**src/rtl/ram_ctrl_pkg.sv**
```systemverilog
// Shared parameters and FSM state type for the 32x3 RAM front-end controller.
// Latency: n/a (declarations only).
// Backpressure: n/a (declarations only).
package ram_ctrl_pkg;

   localparam int ADDR_W = 5;
   localparam int DATA_W = 3;
   localparam int DEPTH  = 32;
   localparam logic [DATA_W-1:0] CLEAR_VAL = '0;

   typedef enum logic {S_CLEAR, S_RUN} ctrl_state_t;

endpackage

```
**src/rtl/rr_arbiter2.sv**
```systemverilog
// Two-way round-robin arbiter; port 0 is favoured after reset.
// Latency: grant is combinational from req/en; last-grant history updates on the clock edge.
// Backpressure: a requester simply holds req until it sees its gnt bit; en=0 withholds all grants.
module rr_arbiter2 (
   input  logic       clock,
   input  logic       reset,
   input  logic       en,
   input  logic [1:0] req,
   output logic [1:0] gnt
);

   // last_gnt=1 means port 1 won most recently, so port 0 wins the next tie.
   logic last_gnt;

   // Grant the sole requester; on a tie, grant the port that did not win last.
   always_comb begin
      gnt = 2'b00;
      if (en) begin
         if (req[0] && (!req[1] || last_gnt)) begin
            gnt[0] = 1'b1;
         end else if (req[1]) begin
            gnt[1] = 1'b1;
         end
      end
   end

   // Remember the winner of every grant so ties alternate.
   always_ff @(posedge clock) begin
      if (reset) begin
         last_gnt <= 1'b1;
      end else if (gnt != 2'b00) begin
         last_gnt <= gnt[1];
      end
   end

endmodule

```
**src/rtl/ram32x3_arbiter.sv**
```systemverilog
// Front-end for a 32x3 single-port RAM: clears every word after reset, then shares it round-robin between two ports.
// Latency: grant and RAM access in the request cycle; read data valid one cycle after a granted read.
// Backpressure: a request is held until its combinational gnt; no grants while reset is high or clearing.
module ram32x3_arbiter #(
   parameter int                ADDR_W    = ram_ctrl_pkg::ADDR_W,
   parameter int                DATA_W    = ram_ctrl_pkg::DATA_W,
   parameter int                DEPTH     = ram_ctrl_pkg::DEPTH,
   parameter logic [DATA_W-1:0] CLEAR_VAL = ram_ctrl_pkg::CLEAR_VAL
) (
   input  logic              clock,
   input  logic              reset,
   input  logic              req0,
   input  logic              req1,
   input  logic              wr0,
   input  logic              wr1,
   input  logic [ADDR_W-1:0] addr0,
   input  logic [ADDR_W-1:0] addr1,
   input  logic [DATA_W-1:0] wdata0,
   input  logic [DATA_W-1:0] wdata1,
   output logic              gnt0,
   output logic              gnt1,
   output logic              rvalid0,
   output logic              rvalid1,
   output logic [DATA_W-1:0] rdata0,
   output logic [DATA_W-1:0] rdata1,
   output logic              ready,
   output logic [ADDR_W-1:0] ram_address,
   output logic              ram_enable,
   output logic              ram_wren,
   output logic [DATA_W-1:0] ram_datain,
   input  logic [DATA_W-1:0] ram_dataout
);

   import ram_ctrl_pkg::*;

   localparam logic [ADDR_W-1:0] LAST_ADDR = ADDR_W'(DEPTH - 1);

   ctrl_state_t       state;
   ctrl_state_t       state_nxt;
   logic [ADDR_W-1:0] clr_cnt;
   logic              rvalid0_q;
   logic              rvalid1_q;
   logic              arb_en;
   logic [1:0]        arb_gnt;

   // Arbitration only runs once the clear has finished and never in a reset cycle.
   assign arb_en = (state == S_RUN) && !reset;

   rr_arbiter2 u_arb (
      .clock (clock),
      .reset (reset),
      .en    (arb_en),
      .req   ({req1, req0}),
      .gnt   (arb_gnt)
   );

   assign gnt0 = arb_gnt[0];
   assign gnt1 = arb_gnt[1];

   // State register: reset always restarts the clear walk.
   always_ff @(posedge clock) begin
      if (reset) begin
         state <= S_CLEAR;
      end else begin
         state <= state_nxt;
      end
   end

   // Clear address walks 0..DEPTH-1, then parks at 0 for the next clear.
   always_ff @(posedge clock) begin
      if (reset) begin
         clr_cnt <= '0;
      end else if (state == S_CLEAR) begin
         if (clr_cnt == LAST_ADDR) begin
            clr_cnt <= '0;
         end else begin
            clr_cnt <= clr_cnt + ADDR_W'(1);
         end
      end
   end

   // Next state plus RAM port mux: clear writes while clearing, the granted port's access while running.
   always_comb begin
      state_nxt   = state;
      ready       = 1'b0;
      ram_enable  = 1'b0;
      ram_wren    = 1'b0;
      ram_address = '0;
      ram_datain  = '0;
      if (!reset) begin
         case (state)
            S_CLEAR: begin
               ram_enable  = 1'b1;
               ram_wren    = 1'b1;
               ram_address = clr_cnt;
               ram_datain  = CLEAR_VAL;
               if (clr_cnt == LAST_ADDR) begin
                  state_nxt = S_RUN;
               end
            end
            S_RUN: begin
               ready = 1'b1;
               if (arb_gnt[0]) begin
                  ram_enable  = 1'b1;
                  ram_wren    = wr0;
                  ram_address = addr0;
                  ram_datain  = wdata0;
               end else if (arb_gnt[1]) begin
                  ram_enable  = 1'b1;
                  ram_wren    = wr1;
                  ram_address = addr1;
                  ram_datain  = wdata1;
               end
            end
            default: begin
               state_nxt = S_CLEAR;
            end
         endcase
      end
   end

   // Read-valid strobes track the RAM's one-cycle registered read.
   always_ff @(posedge clock) begin
      if (reset) begin
         rvalid0_q <= 1'b0;
         rvalid1_q <= 1'b0;
      end else begin
         rvalid0_q <= gnt0 && !wr0;
         rvalid1_q <= gnt1 && !wr1;
      end
   end

   // A read still in flight when reset arrives is dropped rather than reported.
   assign rvalid0 = rvalid0_q && !reset;
   assign rvalid1 = rvalid1_q && !reset;

   // RAM output is shared; the rvalid strobes say whose data it is.
   assign rdata0 = ram_dataout;
   assign rdata1 = ram_dataout;

endmodule

```
**config.mk**
```make
export PLATFORM = sky130hd
export DESIGN_NAME = ram32x3_arbiter
export DESIGN_NICKNAME = d
export VERILOG_FILES = /design/src/rtl/ram_ctrl_pkg.sv /design/src/rtl/rr_arbiter2.sv /design/src/rtl/ram32x3_arbiter.sv
export SDC_FILE = /design/constraint.sdc
export NUM_CORES = 1
export LEC_CHECK = 0
export ABC_AREA = 1
export BUFFER_PORTS_ARGS = -buffer_cell sky130_fd_sc_hd__buf_2
export CORE_MARGIN = 2
export CORE_UTILIZATION = 38
export CTS_CLUSTER_DIAMETER = 40
export DETAILED_ROUTE_END_ITERATION = 6
export PLACE_DENSITY = 0.73
export SLEW_MARGIN = 40
export SYNTH_ARGS = -nofsm -noshare
export SYNTH_HDL_FRONTEND = slang
export SYNTH_SLANG_ARGS = --single-unit
export TNS_END_PERCENT = 50
```
**constraint.sdc**
```tcl
create_clock -name clock -period 1.64 [get_ports clock]
set_input_delay 0.164 -clock clock [delete_from_list [all_inputs] [get_ports clock]]
set_output_delay 0.164 -clock clock [all_outputs]
set_load 0.01 [all_outputs]
```
==> flow_summary.ini <==
[logic_synthesis]
synth.top_cell.area_share = 0.2562
yosysMostFrequentCell = nand2_1
synth_top_cells_by_count = nand2_1 (24), inv_1 (18), nand3_1 (13)
synthSimpleGateAreaFrac = 0.3879
synth_edf_count = 0
synthTopCellsByArea = dfxtp_1 (26%), nand2_1 (13%), inv_1 (9.6%)
synthesis.nets = 138
synth_top_family_by_area = simple AND/OR/NAND/NOR gates
synth_fa_ha_area_frac = 0.03559
synth_xor_xnor_area_share = 0
yosys_warnings = 0
ys.flop_type = dfxtp_1
synth_compound_area_frac = 0.08007
async_flop_share = 0
syn-instance-count = 111
synthDistinctLibCells = 17
synth-seq-cells = 9
ys_seq_area_frac = 0.2562
avgSynthCellArea_um2 = 6.335
synthMuxAreaShare = 0
synth_top_cell_by_area = dfxtp_1
synthesis.area_um2 = 703.2

[clock_tree]
clkLatencyLatePin_ns = 0.26
cts_buffers = 3
clockBufferDepth = 2
clkTransAtPathRegs_ns = 0.06
h-tree-depth = 1
cts_tree = done
cts.sinks = 9
clockRootBuffer = clkbuf_4
hold_buffers = 0

[sta]
rsz0062_at_grt = true
drv_slew = 0
finalHoldViolations = 0
setup_viol = 0
min_period_ns = 1.540
fin_setup_tns_ns = 0
timing.final.ws_setup_ns = 0.09972
finalHoldWorstSlack_ns = 0.07912
max_freq_ghz = 0.6492
maxSlewHeadroom = 0.7827
tightest_slew_ns = 0.3257
clock_skew_ns = 0.006810
finalCritPeriodShare = 0.9392

[flow_run]
cap_violations = 0

[setup_path]
crit_fanout = 6
cp.arrival_ns = 1.38
slowest_stage = dfxtp_1
r2r_slack_ns = 0.26
r2r-end = clr_cnt[3]
crit_top_cell = nand3_1
worstPathRequired_ns = 1.48
r2r_cells = 7
worstPathCellList = inv_1, nand2_2, nand3_1, inv_2, nand2_1, nand3_1, buf_2
critPathCaptureType = output port
startpoint_type = flip-flop
r2r-start = clr_cnt[0]
path_class = flip-flop to output port
critPathMaxStageDelay_ns = 0.37

[detailed_routing]
vias = 782
ant_nets = 0
drc_errors = 0
drt_first_pass_iters = 4
drtIter0Drc = 20
routedWlPerCell_um = 10.16
post_drt_via_cell_ratio = 4.600
drt-total-wl_um = 1728

[placement]
place_area_um2 = 835.8
place_hpwl_um = 1296
port_buffers = 36
place_congestion = 0.7955
place_ws_ns = 0.1975

[cells_and_area]
area_growth_pct = 26.33
fin_util = 0.5145
antennaDiodeCount = 0
layout-drive-gt1-share = 0.3448
fin_nets = 173
final_area_um2 = 888.4

[global_routing]
antenna_found_initial = 0
grt_overflow = 0
grt_pass1_wl_um = 2401
first_global_vias = 523
grt_usage = 0.1587
grt_max_degree = 14

[run_status]
status = finished, final reports clean

[hold_path]
whs_path_depth = 2
holdPathEnd = rvalid1_q
worstHoldStart = wr1
hp-class = primary input to flip-flop

[power]
p_leak_nw = 0.5246
p_per_area_nw_per_um2 = 536.7
peakVddDrop_mv = 0.7034

[floorplan]
fp.dieW_um = 47.02
initial_utilization = 0.4072
ioPinCount = 46
die_h_um = 47.02
rows = 15
core_um2 = 1727
fp.dieArea_um2 = 2210
[routing by layer]
metal / global-route usage / up-vias / share of wire
met3: 0.06923 / 2 / 0.071
met2: 0.2384 / 24 / 0.49
li1: - / 414 / -
met5: 0 / - / 0
met4: 0.05000 / 0 / 0.0098
met1: 0.2056 / 342 / 0.43
[flip-flops by register name, indices dropped and copies added (netlist names)]
register,count
state,1
rvalid1_q,1
clr_cnt,5
u_arb.last_gnt,1
rvalid0_q,1
[worst max path at each step]
stage | end | slack (ns) | from
2_1_floorplan | clr_cnt[2] | 0.32 | clr_cnt[0]
3_3_place_gp | clr_cnt[3] | 0.24 | clr_cnt[1]
3_5_place_dp | clr_cnt[2] | 0.20 | clr_cnt[0]
4_1_cts | ram_address[0] | 0.007 | state
5_1_grt | ram_address[0] | -0.02 | u_arb.last_gnt
6_report | ram_address[0] | 0.1 | u_arb.last_gnt
[cell usage in the layout, fill, tap and decap left out]
cell type and count:
nor2_4 1, a21oi_4 1, buf_2 36, nand4_1 5, o211ai_1 1, o21ai_0 2, ha_1 2, a21oi_1 2
nor3_1 6, o21ai_1 1, nand2_2 1, dfxtp_1 8, nand3_1 13, nand2_1 23, buf_4 5, inv_2 2
inv_1 18, clkbuf_1 1, o31ai_1 1, dfxtp_2 1, clkbuf_4 3, nor2_1 12
[per-stage QoR]
step	total power, mW	instances
3_5_place_dp	0.3104	163
4_1_cts	0.4795	167
3_3_place_gp	0.3083	163
2_1_floorplan	0.2886	111
5_1_grt	0.5091	170
6_report	0.4768	170
[cell families after synthesis]
group | Yosys count
buffers and inverters | 31
adder cells (fa/ha/maj) | 2
AND/OR/NAND/NOR | 61
flip-flops | 9
AO/OA/AOI/OAI | 8
[worst max-delay path, delay by kind of cell, from the launching register on]
| kind | cells | cell delay [ns] |
|---|---|---|
| buffers and inverters | 3 | 0.33 |
| and+or+nand+nor | 4 | 0.41 |
| DFF | 1 | 0.37 |
[final cells by class]
class / count / area (µm²)
clock buffers: 4 / 26.28
fillers: 199 / 838.3
inverters: 20 / 75.07
multi-input cells: 71 / 356.6
flip-flops and latches: 9 / 181.4
well taps: 25 / 31.28
repair buffers: 41 / 217.7
[what timing repair did]
item                                    4_1_cts  5_1_grt
buffers inserted                              0        3
gates resized for setup                       0        3
endpoints found under the setup margin        0       10
[power by group]
group	internal [mW]	switching, mW	leakage, nW
Combinational	0.0345	0.0403	0.436
Sequential	0.225	0.00631	0.0737
Clock	0.0938	0.0769	0.0150
(Power assumes the default switching activity.)
